===== config.mk =====
export PLATFORM = sky130hd
export DESIGN_NAME = audio_playback_sequencer
export DESIGN_NICKNAME = d
export VERILOG_FILES = /design/src/rtl/audio_playback_sequencer.sv
export SDC_FILE = /design/constraint.sdc
export NUM_CORES = 1
export LEC_CHECK = 0
export CORE_MARGIN = 8
export CORE_UTILIZATION = 48
export CTS_CLUSTER_DIAMETER = 50
export DETAILED_ROUTE_END_ITERATION = 12
export HOLD_SLACK_MARGIN = 0.06
export PLACE_DENSITY_LB_ADDON = 0.08
export RECOVER_POWER = 50
export SLEW_MARGIN = 10
export SYNTH_ARGS = -nofsm -noshare
export SYNTH_HDL_FRONTEND = slang
export SYNTH_SLANG_ARGS = --single-unit

===== constraint.sdc =====
create_clock -name clk -period 1.83 [get_ports clk]
set_input_delay 0.2745 -clock clk [delete_from_list [all_inputs] [get_ports clk]]
set_output_delay 0.2745 -clock clk [all_outputs]
set_load 0.03 [all_outputs]

===== src/rtl/audio_playback_sequencer.sv =====
// audio_playback_sequencer
//   Top-level sequencer for the audio player serial datapath. A start request runs
//   a short prepacket phase. The block then streams PKT_LAST+1 packets of 32 bits
//   each, and repeats the whole message REPEATS times. It drives the serializer
//   load strobe and the packet/bit/repeat counters that feed the output driver.
//
//   Optional feature: define LOOP_FOREVER_EN to repeat the message indefinitely.
//   In that mode rep_count wraps to 0, done never pulses, and playback ends only
//   on stop or reset.
//
// Ports
//   clk               in   system clock
//   reset             in   asynchronous reset, active-high
//   start             in   begins playback when idle (level or pulse)
//   stop              in   synchronous abort; highest priority, returns to idle
//   bit_tick          in   1-cycle enable, one per serial bit period
//   prepacket         out  high during the prepacket phase
//   packets           out  current packet index 0..PKT_LAST
//   thirty_two_count  out  bit index within the packet 0..31
//   rep_count         out  completed message repetitions
//   load_word         out  1-cycle strobe: serializer loads the next 32-bit word
//   busy              out  high while in prepacket or streaming
//   done              out  1-cycle pulse when all repetitions have finished
module audio_playback_sequencer #(
  parameter int PRE_TICKS = 16,
  parameter int PKT_LAST  = 936,
  parameter int REPEATS   = 400
) (
  input  logic       clk,
  input  logic       reset,
  input  logic       start,
  input  logic       stop,
  input  logic       bit_tick,
  output logic       prepacket,
  output logic [9:0] packets,
  output logic [4:0] thirty_two_count,
  output logic [8:0] rep_count,
  output logic       load_word,
  output logic       busy,
  output logic       done
);

  typedef enum logic [1:0] {S_IDLE, S_PRE, S_STREAM, S_DONE} state_t;

  state_t     state_q, state_d;
  logic [7:0] pre_cnt;
  logic       pre_last, bit_last, pkt_last, rep_last, msg_end;

  assign pre_last = bit_tick && (pre_cnt == 8'(PRE_TICKS - 1));
  assign bit_last = (thirty_two_count == 5'd31);
  assign pkt_last = (packets == 10'(PKT_LAST));
  assign rep_last = (rep_count == 9'(REPEATS - 1));

  // Final bit of the final packet of the final repetition. In loop mode this
  // point does not exist; the last repetition simply wraps to the first.
`ifdef LOOP_FOREVER_EN
  assign msg_end = 1'b0;
`else
  assign msg_end = bit_tick && bit_last && pkt_last && rep_last;
`endif

  // State register
  always_ff @(posedge clk or posedge reset) begin
    if (reset) state_q <= S_IDLE;
    else       state_q <= state_d;
  end

  // Next-state logic; stop overrides everything
  always_comb begin
    state_d = state_q;
    if (stop) begin
      state_d = S_IDLE;
    end else begin
      case (state_q)
        S_IDLE:   if (start)    state_d = S_PRE;
        S_PRE:    if (pre_last) state_d = S_STREAM;
        S_STREAM: if (msg_end)  state_d = S_DONE;
        S_DONE:                 state_d = S_IDLE;
        default:                state_d = S_IDLE;
      endcase
    end
  end

  // Outputs. load_word is combinational with bit_tick, so the serializer loads
  // on the same edge that the counters roll over.
  always_comb begin
    prepacket = 1'b0;
    busy      = 1'b0;
    done      = 1'b0;
    load_word = 1'b0;
    case (state_q)
      S_PRE: begin
        prepacket = 1'b1;
        busy      = 1'b1;
        load_word = pre_last && !stop;
      end
      S_STREAM: begin
        busy      = 1'b1;
        load_word = bit_tick && bit_last && !msg_end && !stop;
      end
      S_DONE:  done = 1'b1;
      default: ;
    endcase
  end

  // Counters. They are cleared while idle and on the edge that leaves DONE, so
  // DONE still shows the final values for its single cycle.
  always_ff @(posedge clk or posedge reset) begin
    if (reset) begin
      pre_cnt          <= '0;
      thirty_two_count <= '0;
      packets          <= '0;
      rep_count        <= '0;
    end else if (stop || state_q == S_IDLE || state_q == S_DONE) begin
      pre_cnt          <= '0;
      thirty_two_count <= '0;
      packets          <= '0;
      rep_count        <= '0;
    end else if (state_q == S_PRE) begin
      if (bit_tick) pre_cnt <= pre_cnt + 8'd1;
    end else if (bit_tick) begin
      if (!bit_last) begin
        thirty_two_count <= thirty_two_count + 5'd1;
      end else if (!pkt_last) begin
        thirty_two_count <= '0;
        packets          <= packets + 10'd1;
      end else if (!rep_last) begin
        thirty_two_count <= '0;
        packets          <= '0;
        rep_count        <= rep_count + 9'd1;
      end else begin
`ifdef LOOP_FOREVER_EN
        thirty_two_count <= '0;
        packets          <= '0;
        rep_count        <= '0;
`else
        // Bit and packet counters hold at their last values through DONE.
        rep_count        <= 9'(REPEATS);
`endif
      end
    end
  end

endmodule


# --- Word-level counts from Yosys, hierarchy flattened ---
# Cells that the tools add are included.
totals:
  regBits: 34
  latch_bits: 0
  mem_bits_rw: 0
  mem_bits_ro: 0
  out_inout_bits: 28
  word_cells: 74
  memories: 0
op_classes:
  add_sub_neg: 4
  n_mul: 0
  div_mod_pow: 0
  order_cmp: 0
  eq_ne: 13
  shift: 0
  mux: 30
  bitwise: 0
  reduce_logical: 22
ops:
  columns: ["cell", "count"]
  rows:
  - ["10-bit two-way mux", 6]
  - ["9-bit two-way mux", 6]
  - ["5-bit two-way mux", 6]
  - ["8-bit two-way mux", 3]
  - ["10-bit by 1-bit adder with 10-bit output, second input constant", 1]
  - ["10-bit equality test, second input constant", 1]
  - ["9-bit by 1-bit adder with 9-bit output, second input constant", 1]
  - ["9-bit equality test, second input constant", 1]
  - ["3-bit inequality test, second input constant", 3]
  - ["8-bit by 1-bit adder with 8-bit output, second input constant", 1]
  - ["8-bit by 4-bit equality test with 1-bit output, second input constant", 1]
  - ["2-bit two-way mux", 4]
  - ["2-bit one-hot mux with 4 select lines", 1]
  - ["4-bit AND reduction", 2]
  - ["2-bit nonzero test", 4]
  - ["1-bit logical AND", 7]
  - ["3-bit AND reduction", 2]
  - ["5-bit by 1-bit adder with 5-bit output, second input constant", 1]
  - ["5-bit equality test, second input constant", 1]
  - ["2-bit equality test, second input constant", 2]
  - ["4-bit by 3-bit inequality test with 1-bit output, second input constant", 1]
  - ["1-bit two-way mux", 3]
  - ["3-bit by 2-bit inequality test with 1-bit output, second input constant", 1]
  - ["2-bit by 1-bit equality test with 1-bit output, second input constant", 1]
  - ["7 further kinds", 9]

# --- Longest topological paths before layout ---
logic_depth:
  ltp_word: 8
  depth_mapped: 8
  depth_no_buf: 8

# --- Least setup slack after synthesis ---
# OpenSTA, ideal clock, no wires.
synth_timing:
  path_type: "reg-to-output"
  startpoint: "register packets[0]"
  endpoint: "output port load_word"
  arrival_ns: 1.982
  required_time_ns: 1.556
  setup_slack_ns: -0.427
  stages_incl_launch_ff: 9
  cell_sequence: "dfrtp_1 inv_1 ha_1 and3b_1 and3_1 clkbuf_1 nand2_1 nand4_1 a21oi_1"
synth_via:
  elab_chain_len: 7
synth_lines:
  columns: ["element", "line", "text"]
  rows:
  - ["start, declared", "35", "output logic [9:0] packets,"]
  - ["start signal, assigned", "126", "packets <= packets + 10'd1;"]
  - ["10-bit equality test", "51", "assign pkt_last = (packets == 10'(PKT_LAST));"]
  - ["1-bit logical AND (2 in a row)", "59", "assign msg_end = bit_tick && bit_last && pkt_last && rep_last;"]
  - ["1-bit logical NOT", "99", "load_word = bit_tick && bit_last && !msg_end && !stop;"]
  - ["1-bit logical AND (2 in a row)", "99", null]
  - ["1-bit one-hot mux with 2 select lines", "91", "case (state_q)"]
  - ["end, declared", "38", "output logic load_word,"]
# No other way between the ends.

# --- Worst setup path in the final report ---
layout_timing:
  startpoint: "register rep_count[5]"
  endpoint: "output port load_word"
layout_via:
  elab_chain_len: 6
layout_lines:
  columns: ["element", "line", "text"]
  rows:
  - ["start, declared", "37", "output logic [8:0] rep_count,"]
  - ["start signal, assigned", "130", "rep_count <= rep_count + 9'd1;"]
  - ["start signal, assigned", "138", "rep_count <= 9'(REPEATS);"]
  - ["9-bit equality test", "52", "assign rep_last = (rep_count == 9'(REPEATS - 1));"]
  - ["1-bit logical AND", "59", null]
  - ["1-bit logical NOT", "99", null]
  - ["1-bit logical AND (2 in a row)", "99", null]
  - ["1-bit one-hot mux with 2 select lines", "91", null]
# No other way between the ends.

==> results.py <==
metrics = {
    "placed_design": {
        "io_buffers": 32,
        "dp_hpwl_mm": 3.90,
        "gp_congestion": 0.864,
    },
    "drt": {
        "wl_mm": 6.17,
        "wl_per_cell_um": 17.0,
        "vias_per_cell": 5.69,
        "first_iter_violations": 114,
        "num_vias": 2058,
        "ant_nets": 0,
        "drc_errors": 0,
        "drt-pass1-iter-count": 4,
    },
    "worst_setup_path": {
        "critical_path_arrival_ns": 1.83,
        "slowest_stage": "or4b_4",
        "crit_path_start_kind": "flop",
        "critical-path-max-stage-delay_ns": 0.56,
        "critPathMaxFanout": 2,
        "path_cells": "or4b_4, nor2_4, nand2_4, nand4_1, a21oi_4, buf_6",
        "critPathBufInv": 1,
        "worstSetupPathType": "reg -> out",
        "crit_family": "simple AND/OR/NAND/NOR gates",
        "cp.required_ns": 1.56,
        "critPathCaptureType": "output pin",
    },
    "power_and_ir_drop": {
        "p_int_uw": 1650,
        "power_switching_share_pct": 34.5,
        "ir_drop_v": 0.000466,
        "clockPowerShare_pct": 27.0,
        "p_leak_uw": 0.00143,
        "p_switching_uw": 869,
        "powerDensity_nw_per_um2": 782,
        "pwr-share-seq_pct": 32.1,
        "power_frac_comb_pct": 40.9,
    },
    "clock_tree": {
        "cts.sinks": 34,
        "cts_tree": "done",
        "htreeDepth": 2,
        "clkTransAtPathRegs_ns": 0.07,
        "clock_latency_ns": 0.28,
        "root_buffer": "clkbuf_8",
        "cts_buffer_depth": 2,
        "cts-buffers-inserted": 5,
        "hold_buffers": 0,
    },
    "sta": {
        "fin_crit_ns": 2.11,
        "rsz0062_at_grt": "true",
        "timing.slew.headroom_pct": 42.6,
        "slew_violations": 0,
        "fin_crit_sh_pct": 115,
        "setup_viol": 22,
        "finalHoldViolations": 0,
        "worst_pin_slew_ns": 0.861,
        "clock.fmax_ghz": 0.475,
        "finalSetupTns_ns": -2.14,
        "whs_ns": 0.544,
        "skew_ns": 0.00341,
        "setup_ws_ns": -0.275,
    },
    "grt": {
        "grt_max_degree": 35,
        "grt_use_total_pct": 17.9,
        "grt-ovfl-total": 0,
        "first_global_vias": 1936,
        "antenna_found_initial": 0,
        "grt_pass1_wl_mm": 9.11,
    },
    "layout": {
        "final_common_cell": "buf_4",
        "finish.utilization_pct": 80.5,
        "ff_latch_area_um2": 860,
        "n_fill_cell": 257,
        "multi_input_area_um2": 1310,
        "final_nets": 326,
        "drive_above_1_share_pct": 38.5,
        "syn_to_final_growth_pct": 62.6,
        "diodes": 0,
        "layout_common_cells": "buf_4, dfrtp_1, clkdlybuf4s50_1, nand3_1, nand2_1",
    },
    "synthesis": {
        "syn_inst": 215,
        "synth_top_cell_by_area": "dfrtp_1",
        "synth_area_um2": 1980,
        "synth_cell_types": 45,
        "ys_seq_elements": 34,
        "synth_area_leaders": "dfrtp_1, ha_1, nand3_1",
        "avgSynthCellArea_um2": 9.21,
        "ys_seq_area_share_pct": 43.0,
        "yosys_warnings": 0,
        "syn_nets": 230,
        "synth_top_area_share_pct": 43.0,
    },
    "run_status": {
        "failed_checks": "negative setup slack",
        "run_status": "complete, but fails checks",
    },
    "floorplan": {
        "die_area_um2": 6440,
        "start_util_pct": 49.5,
        "die_x_um": 80.2,
        "io_pins": 33,
        "fp.dieH_um": 80.2,
        "core_um2": 4000,
        "rows": 23,
    },
    "hold_path": {
        "hp-class": "reg -> reg",
    },
    "job": {
        "cap_viol_max_count": 0,
    },
}
==> power by group through the flow <==
stage / combinational, uW / clock [uW] / sequential, uW
2_1_floorplan: 463 / 0 / 832
3_3_place_gp: 862 / 0 / 820
3_5_place_dp: 877 / 0 / 823
4_1_cts: 896 / 685 / 807
5_1_grt: 1100 / 721 / 812
6_report: 1030 / 681 / 808
==> worst reg2reg max path: stages (launching register included) <==
cell	delay, ns
dfrtp_2	0.39
ha_4	0.14
and3_4	0.19
ha_4	0.12
and3b_2	0.22
nand4_1	0.15
buf_4	0.18
or3_4	0.37
o31ai_4	0.20
==> per-layer routing <==
layer	wire length [um]	GRT usage (%)	vias up	part of all wire [%]
met5	0	0	-	0
met4	113	7.09	0	1.8
met3	336	4.91	12	5.4
met2	3210	30.3	68	52
met1	2510	21.0	1010	41
li1	-	-	968	-
==> worst paths after layout <==
| path | start | endpoint | slack (ns) | cells after the start |
|---|---|---|---|---|
| worst min-delay path | pre_cnt[7] | pre_cnt[7] | 0.54 | 2 |
| min in group asynchronous | reset | thirty_two_count[1] | 0.68 | 3 |
| worst max-delay path | rep_count[5] | load_word | -0.28 | 6 |
| max in group asynchronous | reset | rep_count[5] | 0.56 | 3 |
| worst max register to register | thirty_two_count[1] | rep_count[5] | -0.23 | 8 |
| worst min register to register | pre_cnt[7] | pre_cnt[7] | 0.54 | 2 |
==> logic make-up (layout without fill, tap and decap cells) <==
logic type,after synthesis,in the layout,synth area share (%)
flops,34,34,43.0
xor+xnor,13,13,5.75
fa+ha+maj,10,10,6.32
simple gates,97,97,26.3
mux,2,2,1.07
buf+inv,17,114,3.22
compound gates,42,42,14.4
==> registers in the layout, summed over array words and instances (netlist names) <==
name and flops:
rep_count 9, packets 10, state_q 2, thirty_two_count 5
pre_cnt 8
==> metrics by stage <==
step | total power, uW | instance area, um2 | cells | setup slack, ns
after floorplan | 1290 | 2080 | 215 | -0.190
after global placement | 1680 | 2810 | 342 | -0.108
after detailed placement | 1700 | 2810 | 342 | -0.145
after CTS | 2390 | 3040 | 354 | -0.242
after global routing | 2640 | 3220 | 362 | -0.336
final | 2520 | 3220 | 362 | -0.275
==> synthesized netlist by cell type, drive strengths merged <==
cell,instances
a211o,1
a211oi,1
a21o,1
a21oi,8
a221oi,1
a31o,1
a31oi,2
a41oi,1
and2,1
and3,13
and3b,2
and4,1
and4bb,1
buf,1
clkbuf,7
dfrtp,34
ha,10
inv,9
mux2,1
mux2i,1
nand2,19
nand2b,3
nand3,21
nand4,5
nand4b,1
nor2,17
nor3,6
nor4,1
o2111a,1
o2111ai,1
o211ai,2
o21a,1
o21ai,14
o22a,1
o31ai,4
o32ai,2
or2,1
or3,3
or4,1
or4b,1
xnor2,3
xor2,10
==> cell type report <==
| class | count | area share, % |
|---|---|---|
| clock buffers | 7 | 2.37 |
| clock inverters | 1 | 0.932 |
| inverters | 9 | 1.05 |
| multi-input cells | 164 | 40.7 |
| flip-flops and latches | 34 | 26.7 |
| well taps | 50 | 1.94 |
| repair buffers | 97 | 26.3 |
==> repair_timing <==
action	CTS	global route
endpoints found under the setup margin	21	26
endpoints found under the hold margin	0	0
pin swaps	15	9
gates resized for setup	27	32
buffers inserted	5	9
(Power assumes the default switching activity.)
==> edit 1, RTL diff (same settings) <==
The option `LOOP_FOREVER_EN` is turned on by a define.
--- a/src/rtl/audio_playback_sequencer.sv
+++ b/src/rtl/audio_playback_sequencer.sv
@@ -21,6 +21,8 @@
 //   load_word         out  1-cycle strobe: serializer loads the next 32-bit word
 //   busy              out  high while in prepacket or streaming
 //   done              out  1-cycle pulse when all repetitions have finished
+`define LOOP_FOREVER_EN
+
 module audio_playback_sequencer #(
   parameter int PRE_TICKS = 16,
   parameter int PKT_LAST  = 936,
Behaviour: no difference found for any inputs over 10 cycles, from zero or initial values and one cycle with reset high; that may be too few to reach the edited logic, so the function may still have changed.
==> edit 1 against the original RTL <==
  * The flow still finishes with violations (negative setup slack)
  * Setup slack got worse by 30 ps
  * Via count decreased by 3.3%
  * Clock power is 28% higher
  * Routed wire length decreased by 0.45%
  * Synthesized area down 0.82%
  * Total power down 4.1%
  * Sequential power shrank 1%
  * Core utilization is 0.80 points lower
  * Fmax shrank 1.4%
  * Design area down 1.7%
  * Sequential cell count unchanged
  * Count of clock-buffer cells in the layout fell by 1
  * Largest power group is now the clock network
==> edit 1: results (changes against the original RTL) <==
stage	metric	value	unit	change
run_status	outcome	finished with violations		unchanged
run_status	violations	negative setup slack		unchanged
clocking	cell_chosen_for_the_clock_root	clkbuf_8		unchanged
clocking	cts_buffer_depth	2		unchanged
power	p_sw	754	µW	was 869 µW
route	routed_wl	6.14	mm	was 6.17 mm
route	final_antenna_net_count	0		unchanged
synth	seq_area_frac_synth	43.3	%	was 43.0%
route	drt-pass1-iter-count	4		unchanged
final_layout	fraction_of_final_layout_cells_with_drive_strength_greater_than_1	40.3	%	was 38.5%
timing	setup_viol_count_final	19		was 22
power	static-leakage-power	0.00127	µW	was 0.00143 µW
power	worst_case_vdd_ir_drop	0.741	mV	was 0.466 mV
route	drtIter0Drc	113		was 114
final_layout	antenna_cells	0		unchanged
route	wl_met2	2.99	mm	was 3.21 mm
route	route.vias.total	1991		was 2058
final_layout	num-fill-cells	233		was 257
timing	slew-limit-headroom	42.1	%	was 42.6%
global_routing	maximum_number_of_pins_on_one_net_before_global_route_repair	35		unchanged
placement	global_placer_s_final_weighted_congestion	0.803		was 0.864
synth	ys_top_cells_by_count	dfrtp_1, a21oi_1, nand2_1		was dfrtp_1, nand3_1, nand2_1
placement	dpl-instance-area	0.00267	mm²	was 0.00281 mm²
timing	final_setup_skew	6.04	ps	was 3.41 ps
synth	synth.area.top_cells	dfrtp_1, ha_1, a21oi_1, xor2_1, o21ai_0		was dfrtp_1, ha_1, nand3_1, xor2_1, and3_1
route	wl_on_met1	2.73	mm	was 2.51 mm
critical_path	worstPathMaxFanout	7		was 2
critical_path	arrival	2350	ps	was 1830 ps
worst_hold_path	type_of_the_tightest_min_delay_check	register to register		unchanged
placement	post-dp-hpwl	3.89	mm	was 3.90 mm
final_layout	largestRegisters	packets: 10 flops, rep_count: 9 flops, pre_cnt: 8 flops		unchanged
synth	synth.lib_cells_used.distinct	44		was 45
route	met3_length	319	µm	was 336 µm
clocking	cts-buffers-inserted	5		unchanged
global_routing	grt_first_pass_wirelength	9.25	mm	was 9.11 mm
global_routing	grt_use_total	18.2	%	was 17.9%
timing	fin_setup_tns	-3630	ps	was -2140 ps
synth	nets_in_the_synthesized_netlist	226		was 230
timing	timing.final.ws_setup	-305	ps	was -275 ps
placement	portBuffers	32		unchanged
synth	synth_warnings	0		unchanged
clocking	path_clk_slew	70	ps	about the same
clocking	clock_insertion_delay_worst_skew	290	ps	
synth	ys_async_sr_fraction	100	%	unchanged
final_layout	num-nets-final	305		was 326
-- edit 1: cell count changes in the layout (fill, tap and decap cells not counted), sizes merged, moves of 4 or more --
cell and change:
a21oi +17, and3 -7, buf -18, nand2 -4, nand3 -11, or3 +7, or4 +7
-- edit 1: stage by stage --
step	setup slack, ps	total power (µW)	instances	hold slack, ps
finish	-305	2420	340	573
CTS	-286	2340	336	407
global placement	-244	1410	324	526
global route	-354	2500	340	594
floorplan	-445	1190	210	338
detailed placement	-278	1450	324	554
-- edit 1: layer usage --
layer  vias up  track usage (%)
li1        934                -
met1       971             21.9
met2        71             30.3
met3        15             4.95
met4         0             6.18
met5         -                0
-- edit 1: worst max-delay path: stages, from the launching register on --
cell	delay [ps]
dfrtp_2	390
ha_4	140
and3_4	190
ha_4	150
nand3b_4	90
or4_4	490
or4_4	450
a21oi_2	150
-- edit 1: timing repair --
action,CTS,global route
pin swaps,10,16
setup endpoints to repair,20,21
setup buffers,3,4
gates cloned,1,0
gates resized for setup,34,34
-- edit 1: final timing paths --
| check | start | cells after the start | endpoint |
|---|---|---|---|
| max in group asynchronous | reset | 3 | state_q[0] |
| max | thirty_two_count[1] | 7 | rep_count[6] |
| min in group asynchronous | reset | 3 | rep_count[0] |
| max reg2reg | thirty_two_count[1] | 7 | rep_count[6] |
| min reg2reg | pre_cnt[7] | 2 | pre_cnt[7] |
| min | pre_cnt[7] | 2 | pre_cnt[7] |
-- edit 1: power by group through the flow --
| stage | Clock [µW] | Combinational [µW] | Sequential, µW |
|---|---|---|---|
| 2_1_floorplan | 0 | 365 | 822 |
| 3_3_place_gp | 0 | 602 | 811 |
| 3_5_place_dp | 0 | 631 | 815 |
| 4_1_cts | 879 | 664 | 796 |
| 5_1_grt | 907 | 799 | 798 |
| 6_report | 870 | 749 | 798 |
-- edit 1: layout make-up --
type	count	area [µm²]	area share [%]
multi-input cells	162	1390	43.9
flip-flops and latches	34	857	27.1
repair buffers	79	688	21.7
clock buffers	6	82.6	2.61
well taps	50	62.6	1.98
clock inverters	2	60.1	1.90
inverters	7	26.3	0.830
-- edit 1: cells by family after synthesis --
group	count (synthesis)	share of synthesized area, %
muxes	1	0.510
xor gates and xnor gates	10	4.46
AOI/OAI and AO/OA	52	15.4
DFF	34	43.3
and+or+nand+nor	87	26.2
buffers and inverters	15	3.12
adders and majority gates	11	7.01
==> edit 2, RTL diff (config.mk and constraints unchanged) <==
Made on the original files. The 4 states of `state_t` get a one-hot encoding in 4 bits.
--- a/src/rtl/audio_playback_sequencer.sv
+++ b/src/rtl/audio_playback_sequencer.sv
@@ -40,7 +40,7 @@
   output logic       done
 );
 
-  typedef enum logic [1:0] {S_IDLE, S_PRE, S_STREAM, S_DONE} state_t;
+  typedef enum logic [3:0] {S_IDLE = 4'b0001, S_PRE = 4'b0010, S_STREAM = 4'b0100, S_DONE = 4'b1000} state_t;
 
   state_t     state_q, state_d;
   logic [7:0] pre_cnt;
Formal check against the unedited RTL: no difference found for any inputs over 10 cycles, from zero or initial values and one cycle with reset high; not proved beyond that.
==> edit 2 against the original RTL <==
  * Setup slack worse by 97 ps
  * Sequential cell count is 2 higher
  * Die area is 6.8% higher
  * Design area is 0.54% higher
  * The flow still finishes with violations (negative setup slack)
  * Synthesized cell count is 13% higher
  * Fmax is 4.4% lower
  * Synthesized area is 8.5% higher
  * Routed wire length is 2.4% lower
  * Critical path depth is 1 higher
Power is not compared: it rests on default switching activity, and its combinational part moved more than twofold at a synthesized area within 25%.
==> edit 2: results (changes against the original RTL) <==
stage	metric	value	unit	change
run_status	outcome	finished with violations		unchanged
run_status	violations	negative setup slack		unchanged
synth	nets_in_the_synthesized_netlist	253		was 230
timing	final_setup_skew	6.68	ps	was 3.41 ps
route	route.detailed.wl_per_inst	15.9	µm	was 17.0 µm
synth	postSynthAreaPerCell	8.88	µm²	was 9.21 µm²
final_layout	largestRegisters	packets: 10 flops, rep_count: 9 flops, pre_cnt: 8 flops		unchanged
clocking	clock_insertion_delay_worst_skew	290	ps	
route	wl_met2	3.04	mm	was 3.21 mm
synth	ys_async_sr_fraction	100	%	unchanged
global_routing	met1_track_demand_over_resource_in_global_routing	20.0	%	was 21.0%
global_routing	antenna_found_initial	0		unchanged
global_routing	maximum_number_of_pins_on_one_net_before_global_route_repair	37		was 35
clocking	htreeDepth	2		unchanged
final_layout	num-fill-cells	342		was 257
power	static-leakage-power	0.00137	µW	
timing	timing.final.ws_setup	-372	ps	was -275 ps
critical_path	arrival	1930	ps	was 1830 ps
global_routing	gr-usage-met2	30.0	%	was 30.3%
synth	ys_top_cells_by_count	dfrtp_1, nor2_1, nand2_1		was dfrtp_1, nand3_1, nand2_1
global_routing	first_global_vias	2128		was 1936
final_layout	num-nets-final	339		was 326
placement	numPlacedInstances	370		was 342
global_routing	grt_use_total	17.2	%	was 17.9%
route	drtIter0Drc	137		was 114
global_routing	grt_first_pass_wirelength	10.0	mm	was 9.11 mm
global_routing	routing_usage_on_met3	4.39	%	was 4.91%
clocking	path_clk_slew	70	ps	about the same
clocking	cts-buffers-inserted	5		unchanged
placement	global_placer_s_final_weighted_congestion	0.839		was 0.864
synth	synth.area.top_cells	dfrtp_1, nor2_1, xor2_1, ha_1, nand3_1		was dfrtp_1, ha_1, nand3_1, xor2_1, and3_1
timing	worstMarginPinSlew	944	ps	was 861 ps
route	drt-vias-per-instance	5.59		was 5.69
timing	slew_viol_final	0		unchanged
final_layout	fraction_of_final_layout_cells_with_drive_strength_greater_than_1	35.4	%	was 38.5%
placement	portBuffers	32		unchanged
synth	synth_warnings	0		unchanged
placement	place_worst_setup_slack	-104	ps	was -145 ps
placement	post-dp-hpwl	4.30	mm	was 3.90 mm
timing	setup_viol_count_final	12		was 22
route	routed_wl	6.02	mm	was 6.17 mm
route	drt-pass1-iter-count	4		unchanged
power	worst_case_vdd_ir_drop	0.517	mV	
critical_path	worstPathMaxFanout	2		unchanged
final_layout	antenna_cells	0		unchanged
synth	seq_area_frac_synth	42.0	%	was 43.0%
route	wl_on_met1	2.64	mm	was 2.51 mm
route	top_layer_used	met4		unchanged
clocking	cts_buffer_depth	2		unchanged
worst_hold_path	type_of_the_tightest_min_delay_check	register to register		unchanged
synth	synth.lib_cells_used.distinct	52		was 45
route	met3_length	267	µm	was 336 µm
timing	fin_setup_tns	-1360	ps	was -2140 ps
placement	dpl-instance-area	0.00297	mm²	was 0.00281 mm²
clocking	cell_chosen_for_the_clock_root	clkbuf_8		unchanged
-- edit 2: cell types whose count changed after synthesis, sizes merged, moves of 4 or more --
cell	delta
a21oi	+4
a22oi	+4
and3	-8
ha	-4
nand3	-6
nor2	+14
-- edit 2: area by class of cell --
type | count | area [µm²] | area share [%]
tap | 52 | 65.1 | 2.01
timing repair buffer | 90 | 796 | 24.6
inverter | 6 | 30.0 | 0.927
clock inverter | 1 | 5.00 | 0.155
multi-input combinational | 189 | 1360 | 41.9
sequential | 36 | 912 | 28.2
clock buffer | 6 | 72.6 | 2.24
-- edit 2: what timing repair did --
item / CTS / global route
pin swaps: 7 / 11
resized for setup: 16 / 25
setup endpoints to repair: 16 / 34
buffers inserted: 2 / 2
-- edit 2: power breakdown --
group	leakage, µW	total (µW)	internal, µW	switching [µW]
clock network	0.0000410	541	259	282
logic	0.000839	189	76.1	113
registers	0.000485	810	804	6.81
total	0.00137	1540	1140	402
-- edit 2: path summary, 6_finish.rpt --
check	start	to	slack (ps)	cells after the start
worst min register to register	packets[0]	packets[0]	540	3
worst min-delay path	packets[0]	packets[0]	540	3
worst max register to register	state_q[2]	packets[7]	-180	7
min in group asynchronous	reset	rep_count[0]	710	3
worst max-delay path	rep_count[0]	load_word	-370	7
max in group asynchronous	reset	thirty_two_count[0]	470	3
-- edit 2: logic make-up after synthesis --
group                    after synthesis  share of synthesized area [%]
flip-flops                            36                           42.0
adder cells (fa/ha/maj)                6                           3.49
AO/OA/AOI/OAI                         53                           16.1
XOR/XNOR                              13                           5.30
multiplexers                           3                           1.51
AND/OR/NAND/NOR                      114                           28.1
buffers and inverters                 17                           3.49
-- edit 2: critical path, cell delays in order, from the launching register on --
cell and delay [ps]:
dfrtp_2 390, ha_4 130, nand4b_1 130, or4_4 470, nor2_4 110, nor2_2 60, o21a_2 210, buf_6 130
